--- src/rtl/seq_alu.sv ---
// Sequential ALU: single-cycle add/sub/shift, iterative shift-add multiply,
// restoring divide/modulo and a factorial that stops once it passes LIMIT.
module seq_alu #(
   parameter int W     = 6,
   parameter int LIMIT = 9999
) (
   input  logic           clk,
   input  logic           rst,
   input  logic           start,
   input  logic [2:0]     op,
   input  logic           sgn,
   input  logic [W-1:0]   a,
   input  logic [W-1:0]   b,
   output logic           busy,
   output logic           done,
   output logic [2*W-1:0] result,
   output logic           neg,
   output logic           ovf,
   output logic           err
);
   localparam int LW = $clog2(LIMIT + 1);
   localparam int AW = ((LW > 2*W) ? LW : 2*W) + W;
   localparam int CW = W + 1;

   localparam logic [2:0] OP_ADD  = 3'd0;
   localparam logic [2:0] OP_SUB  = 3'd1;
   localparam logic [2:0] OP_MUL  = 3'd2;
   localparam logic [2:0] OP_DIV  = 3'd3;
   localparam logic [2:0] OP_MOD  = 3'd4;
   localparam logic [2:0] OP_SHR  = 3'd5;
   localparam logic [2:0] OP_SHL  = 3'd6;
   localparam logic [2:0] OP_FACT = 3'd7;

   typedef enum logic [1:0] {IDLE, CALC, FIN} state_t;

   state_t         state_q, state_d;
   logic [2:0]     op_q, op_d;
   logic           sgn_q, sgn_d, sres_q, sres_d;
   logic [W-1:0]   a_q, a_d, b_q, b_d, y_q, y_d;
   logic [AW-1:0]  acc_q, acc_d, x_q, x_d;
   logic [CW-1:0]  cnt_q, cnt_d;
   logic [2*W-1:0] result_q, result_d;
   logic           neg_q, neg_d, ovf_q, ovf_d, err_q, err_d;

   logic [W-1:0]   mag_a, mag_b, sr, sr_abs;
   logic [AW-1:0]  mul_acc, div_sh, div_rem, fact_prod, mag;
   logic           div_ge, last, rneg, ferr;
   logic [W+1:0]   sa, sb, s_sum, s_abs;
   logic [2*W-1:0] ext_a, sl, sl_abs;

   always_comb begin
      mag_a     = (sgn && a[W-1]) ? -a : a;
      mag_b     = (sgn && b[W-1]) ? -b : b;
      mul_acc   = acc_q + (y_q[0] ? x_q : '0);
      // acc holds the partial remainder, x_q[W-1] is the next dividend bit
      div_sh    = {acc_q[AW-2:0], x_q[W-1]};
      div_ge    = div_sh >= AW'(y_q);
      div_rem   = div_ge ? div_sh - AW'(y_q) : div_sh;
      fact_prod = (x_q <= AW'(y_q)) ? acc_q * x_q : acc_q;
      sa        = sgn_q ? {{2{a_q[W-1]}}, a_q} : {2'b00, a_q};
      sb        = sgn_q ? {{2{b_q[W-1]}}, b_q} : {2'b00, b_q};
      s_sum     = (op_q == OP_SUB) ? sa - sb : sa + sb;
      s_abs     = s_sum[W+1] ? -s_sum : s_sum;
      if (int'(b_q) >= W)
         sr = (sgn_q && a_q[W-1]) ? '1 : '0;
      else if (sgn_q)
         sr = $signed(a_q) >>> b_q;
      else
         sr = a_q >> b_q;
      sr_abs    = (sgn_q && sr[W-1]) ? -sr : sr;
      ext_a     = sgn_q ? {{W{a_q[W-1]}}, a_q} : {{W{1'b0}}, a_q};
      sl        = (int'(b_q) >= W) ? '0 : ext_a << b_q;
      sl_abs    = (sgn_q && sl[2*W-1]) ? -sl : sl;
   end

   always_comb begin
      state_d  = state_q;
      op_d     = op_q;
      sgn_d    = sgn_q;
      sres_d   = sres_q;
      a_d      = a_q;
      b_d      = b_q;
      y_d      = y_q;
      acc_d    = acc_q;
      x_d      = x_q;
      cnt_d    = cnt_q;
      result_d = result_q;
      neg_d    = neg_q;
      ovf_d    = ovf_q;
      err_d    = err_q;
      last     = 1'b0;
      mag      = '0;
      rneg     = 1'b0;
      ferr     = 1'b0;
      case (state_q)
         CALC: begin
            cnt_d = cnt_q - CW'(1);
            last  = (cnt_q == CW'(1));
            case (op_q)
               OP_ADD, OP_SUB: begin mag = AW'(s_abs); rneg = s_sum[W+1]; end
               OP_SHR:         begin mag = AW'(sr_abs); rneg = sr[W-1]; end
               OP_SHL:         begin mag = AW'(sl_abs); rneg = sl[2*W-1]; end
               OP_MUL: begin
                  acc_d = mul_acc;
                  x_d   = x_q << 1;
                  y_d   = y_q >> 1;
                  mag   = mul_acc;
                  rneg  = sres_q;
               end
               OP_DIV, OP_MOD: begin
                  acc_d = div_rem;
                  x_d   = {x_q[AW-2:0], div_ge};
                  mag   = (op_q == OP_DIV) ? AW'({x_q[W-2:0], div_ge}) : div_rem;
                  rneg  = sres_q;
                  ferr  = (y_q == '0);
               end
               default: begin
                  acc_d = fact_prod;
                  x_d   = x_q + AW'(1);
                  mag   = fact_prod;
                  ferr  = sgn_q & a_q[W-1];
                  if (fact_prod > AW'(LIMIT)) last = 1'b1;
               end
            endcase
            if (last) begin
               state_d  = FIN;
               result_d = '0;
               neg_d    = 1'b0;
               ovf_d    = 1'b0;
               err_d    = 1'b0;
               if (ferr)
                  err_d = 1'b1;
               else if (mag > AW'(LIMIT) || mag[AW-1:2*W] != '0)
                  ovf_d = 1'b1;  // magnitudes the result port cannot carry are unreportable too
               else begin
                  result_d = mag[2*W-1:0];
                  neg_d    = sgn_q & rneg & (mag != '0);
               end
            end
         end
         FIN:     state_d = IDLE;
         default: state_d = IDLE;
      endcase
      if (start && (state_q != CALC)) begin
         state_d = CALC;
         op_d    = op;
         sgn_d   = sgn;
         a_d     = a;
         b_d     = b;
         acc_d   = '0;
         x_d     = AW'(mag_a);
         y_d     = mag_b;
         cnt_d   = CW'(1);
         sres_d  = sgn & (a[W-1] ^ b[W-1]);
         case (op)
            OP_MUL: cnt_d = CW'(W);
            OP_DIV: if (b != '0) cnt_d = CW'(W);
            OP_MOD: begin
               if (b != '0) cnt_d = CW'(W);
               sres_d = sgn & a[W-1];
            end
            OP_FACT: begin
               acc_d = AW'(1);
               x_d   = AW'(2);
               y_d   = mag_a;
               if (!(sgn && a[W-1]) && mag_a > W'(1)) cnt_d = CW'(mag_a) - CW'(1);
            end
            default: ;
         endcase
      end
   end

   always_ff @(posedge clk) begin
      if (rst) begin
         state_q  <= IDLE;
         op_q     <= '0;
         sgn_q    <= 1'b0;
         sres_q   <= 1'b0;
         a_q      <= '0;
         b_q      <= '0;
         y_q      <= '0;
         acc_q    <= '0;
         x_q      <= '0;
         cnt_q    <= '0;
         result_q <= '0;
         neg_q    <= 1'b0;
         ovf_q    <= 1'b0;
         err_q    <= 1'b0;
      end else begin
         state_q  <= state_d;
         op_q     <= op_d;
         sgn_q    <= sgn_d;
         sres_q   <= sres_d;
         a_q      <= a_d;
         b_q      <= b_d;
         y_q      <= y_d;
         acc_q    <= acc_d;
         x_q      <= x_d;
         cnt_q    <= cnt_d;
         result_q <= result_d;
         neg_q    <= neg_d;
         ovf_q    <= ovf_d;
         err_q    <= err_d;
      end
   end

   assign busy   = (state_q == CALC);
   assign done   = (state_q == FIN);
   assign result = result_q;
   assign neg    = neg_q;
   assign ovf    = ovf_q;
   assign err    = err_q;

endmodule

--- config.mk ---
export PLATFORM = sky130hd
export DESIGN_NAME = seq_alu
export DESIGN_NICKNAME = d
export VERILOG_FILES = /design/src/rtl/seq_alu.sv
export SDC_FILE = /design/constraint.sdc
export NUM_CORES = 1
export LEC_CHECK = 0
export ABC_AREA = 1
export CORE_ASPECT_RATIO = 0.6
export CORE_MARGIN = 2
export CORE_UTILIZATION = 45
export CTS_BUF_LIST = sky130_fd_sc_hd__clkbuf_16
export DETAILED_ROUTE_END_ITERATION = 10
export HOLD_SLACK_MARGIN = 0.15
export PLACE_DENSITY = 0.59
export SYNTH_ARGS = -nofsm -noshare
export SYNTH_HDL_FRONTEND = slang
export SYNTH_SLANG_ARGS = --single-unit
export TNS_END_PERCENT = 5
--- constraint.sdc ---
create_clock -name clk -period 9.05 [get_ports clk]
set_input_delay 1.81 -clock clk [delete_from_list [all_inputs] [get_ports clk]]
set_output_delay 1.81 -clock clk [all_outputs]
set_load 0.02 [all_outputs]
==> PnR_summary.wiki, run 1 <==
{| class="wikitable"
! Metric !! Value
|-
| Clk Latency, worst-skew pair || 0.40 ns
|-
| Number of nets with antenna violations after detailed routing || 0
|-
| Setup repair after global routing missed its margin || false
|-
| Synth Net Count || 3,056
|-
| CP max stage cell || sky130_fd_sc_hd__dfxtp_1
|-
| Mean area per synthesized cell || 6.10 µm²
|-
| I/O pin count || 36
|-
| Number of warnings reported in the yosys synthesis log || 0
|-
| Count of final max-slew check failures || 0
|-
| Fillers || 4,002
|-
| Length of the first detailed-routing pass in iterations || 8
|-
| Post-CTS setup repair buffer count || 0
|-
| Arrival time of data at the critical path endpoint || 8.15 ns
|-
| Sinks on the clock net || 87
|-
| Minimum hold slack || 0.475 ns
|-
| Slew at the pin closest to its max-slew limit || 1.15 ns
|-
| Slew HR || 0.230
|-
| First-iteration detailed-routing DRC count || 2,585
|-
| Count of max-cap constraint violations || 0
|-
| Delay of the slowest cell on the worst path || 1.10 ns
|-
| Max Buffers Root-to-Sink || 2
|-
| DPL Wire Length || 53,300 µm
|-
| Clock tree from TritonCTS || yes
|-
| Ratio of routed vias to standard cells || 5.61
|-
| Leftover overflow at the end of global routing || 0
|-
| Layout cells sized above 1 || 0.0461
|-
| Cells after Synth || 2,777
|-
| Detailed-route via count || 18,300
|-
| Starting Density || 0.453
|-
| Vert. Die Dim || 154 µm
|-
| Antenna violations before repair || 0
|-
| Comb pwr share || 0.596
|-
| Largest area contributor in the netlist || sky130_fd_sc_hd__nand2_1
|-
| Num CTS Buffers || 9
|-
| Crit end category || flop
|-
| Switching part of the total || 0.557
|-
| Largest net degree at the start of global routing || 50
|-
| Port Buf Inserts || 35
|-
| Hold/Removal Path Class || reg2reg
|-
| Antenna diode count || 0
|-
| Post-synthesis sequential area ratio || 0.103
|-
| Clock power frac || 0.190
|-
| Core outline area || 37,400 µm²
|-
| Standard-cell row count || 55
|-
| Data required time at the worst endpoint || 9.37 ns
|-
| Switching component of the power || 1.24 mW
|-
| Biggest fanout along the worst timing path || 24
|-
| Setup violations, final || 0
|-
| Share of Yosys cell area claimed by the top area cell type || 0.183
|-
| Lkg Pwr || 10.0 nW
|-
| Clock root cell || sky130_fd_sc_hd__clkbuf_16
|-
| Top cells by area, synth || sky130_fd_sc_hd__nand2_1 18%, sky130_fd_sc_hd__fa_1 17%, sky130_fd_sc_hd__inv_1 12%
|-
| Post-cts resize count || 0
|-
| Internal Dissipation || 0.984 mW
|-
| Number of global-route vias before repair || 16,600
|-
| Horizontal die dimension || 255 µm
|-
| Type of the worst setup path || reg2reg
|-
| Max Fclk || 128 MHz
|-
| Total die area || 39,300 µm²
|-
| Routability-driven placement congestion ratio || 1.01
|-
| Clock-pin transition on the worst setup and hold timing paths || 0.10 ns
|-
| Sequential power share || 0.214
|-
| Routed WL per cell || 20.4 µm
|-
| Residual DRC || 0
|-
| Number of library cell types mapped by synthesis || 61
|-
| Growth of design area from synthesis to finish || 6.22%
|-
| Aggregate routed wire length || 66,800 µm
|-
| Number of levels in the clock H-tree || 3
|-
| Number of register bits inferred by synthesis || 87
|-
| Highest ir drop seen on vdd || 0.119 mV
|-
| Worst setup skew after layout || 0.0213 ns
|-
| CTS Hold Buffers Added || 0
|-
| Wire length of the first global-routing pass || 103,000 µm
|-
| Power density of the placed cells || 123 nW/µm²
|-
| Total routing resource utilization after global routing || 0.346
|-
| Critical path startpoint category || flop
|-
| Final critical delay including setup and external delays || 7.83 ns
|-
| Final worst path period share || 0.865
|-
| Reg-to-reg slack, setup || 1.22 ns
|-
| Final Hold Fails || 0
|-
| Run status || completed
|-
| Setup TNS || 0 ns
|-
| Total number of nets in the final design || 3,029
|-
| Post-synthesis instance area || 17,000 µm²
|-
| Critical path's most frequent cell || sky130_fd_sc_hd__inv_1
|}
[power by group through the flow]
stage | Clock (mW) | Combinational (mW) | Sequential [mW]
after CTS | 0.424 | 1.26 | 0.469
after detailed placement | 0 | 1.25 | 0.478
final | 0.423 | 1.32 | 0.474
after global placement | 0 | 1.25 | 0.478
after floorplan | 0 | 0.922 | 0.438
after global routing | 0.443 | 1.43 | 0.476
[through the flow]
step            util  instances  power, mW  setup WS (ns)  instance area, µm²
2_1_floorplan      -       2777       1.36           2.35               17000
3_3_place_gp   0.473       3252       1.73           1.44               17700
3_5_place_dp   0.473       3252       1.73           1.39               17700
4_1_cts        0.481       3268       2.16           1.30               18000
5_1_grt        0.481       3268       2.35          0.748               18000
6_report       0.481       3268       2.22           1.22               18000
[Yosys cell counts, drive strengths merged]
library cell	instances
nand2	838
inv	550
nand3	228
nor2	183
a21oi	159
fa	140
ha	120
o21ai	108
dfxtp	87
clkbuf	64
buf	53
nand4	47
o211ai	32
nor3	30
xor2	30
xnor2	18
nand3b	12
or2	12
a31oi	11
o221ai	9
a221oi	6
nor4	6
o311ai	5
o31ai	4
o21a	3
o21bai	3
o22ai	3
a21boi	2
and2	2
clkinv	2
a2111o	1
a211oi	1
a21o	1
a22oi	1
a41oi	1
mux2i	1
nand2b	1
nor3b	1
o2111ai	1
o32ai	1
[critical path, delay by kind of cell (launching register included)]
| kind | cells | cell delay (ns) |
|---|---|---|
| compound gates | 5 | 0.75 |
| fa+ha+maj | 8 | 3.96 |
| xor+xnor | 1 | 0.14 |
| flops | 1 | 1.10 |
| buf+inv | 8 | 0.68 |
| simple gates | 9 | 1.11 |
[routing by layer]
layer | vias to the layer above | track usage | part of all wire
met3 | 60 | 0.134 | 0.16
met5 | - | 0 | 0
met1 | 8604 | 0.577 | 0.49
met4 | 0 | 0.0476 | 0.010
met2 | 1059 | 0.399 | 0.34
li1 | 8614 | - | -
[final timing paths]
| kind | endpoint | cells after the start | startpoint |
|---|---|---|---|
| max | result[11] | 31 | x_q[2] |
| min | result[7] | 2 | result[7] |
| max reg2reg | result[11] | 31 | x_q[2] |
| min reg2reg | result[7] | 2 | result[7] |
[registers in the layout (all words and copies together) (netlist names), 2 cells and up]
signal   cells
x_q         20
op_q         3
state_q      2
a_q          6
cnt_q        7
acc_q       20
y_q          6
result      12
b_q          6
[cell usage in the layout (no fill, tap or decap), types with 11 or more instances in the layout]
master | netlist | layout
sky130_fd_sc_hd__a21oi_1 | 158 | 158
sky130_fd_sc_hd__a31oi_1 | 11 | 11
sky130_fd_sc_hd__buf_4 | 3 | 44
sky130_fd_sc_hd__clkdlybuf4s50_1 | 0 | 34
sky130_fd_sc_hd__dfxtp_1 | 87 | 87
sky130_fd_sc_hd__fa_1 | 140 | 140
sky130_fd_sc_hd__ha_1 | 120 | 120
sky130_fd_sc_hd__inv_1 | 544 | 544
sky130_fd_sc_hd__nand2_1 | 826 | 826
sky130_fd_sc_hd__nand3_1 | 223 | 223
sky130_fd_sc_hd__nand3b_1 | 12 | 12
sky130_fd_sc_hd__nand4_1 | 45 | 45
sky130_fd_sc_hd__nor2_1 | 161 | 158
sky130_fd_sc_hd__nor2_2 | 20 | 23
sky130_fd_sc_hd__nor3_1 | 28 | 28
sky130_fd_sc_hd__o211ai_1 | 32 | 32
sky130_fd_sc_hd__o21ai_0 | 99 | 99
sky130_fd_sc_hd__xnor2_1 | 18 | 18
sky130_fd_sc_hd__xor2_1 | 30 | 30
[cell families (layout without fill, tap and decap cells)]
family                     after synthesis  after routing  synth area share
and+or+nand+nor                       1360           1360             0.343
xor gates and xnor gates                48             48            0.0248
muxes                                    1              1          0.000591
buffers and inverters                  669            647             0.156
adders and majority gates              260            260             0.254
DFF                                     87             87             0.103
AOI/OAI and AO/OA                      352            352             0.118
[cell type report]
cell class              instances  area, µm²  share of cell area
clock inverters                 7       73.8             0.00410
clock buffers                   9        225              0.0125
well taps                     513        642              0.0356
flip-flops and latches         87       1740              0.0967
multi-input cells            2021      12600               0.698
repair buffers                 79        676              0.0375
inverters                     552       2070               0.115
No activity file was read; power rests on OpenSTA's default activity.
==> run 2, diff against run 1 <==
--- a/config.mk
+++ b/config.mk
@@ -11,7 +11,7 @@
 export CORE_UTILIZATION = 45
 export CTS_BUF_LIST = sky130_fd_sc_hd__clkbuf_16
 export DETAILED_ROUTE_END_ITERATION = 10
-export HOLD_SLACK_MARGIN = 0.15
+export HOLD_SLACK_MARGIN = 0.05
 export PLACE_DENSITY = 0.59
 export SYNTH_ARGS = -nofsm -noshare
 export SYNTH_HDL_FRONTEND = slang
==> results of run 2 <==
The final DEF is identical to that of run 1; final timing and power are the same.
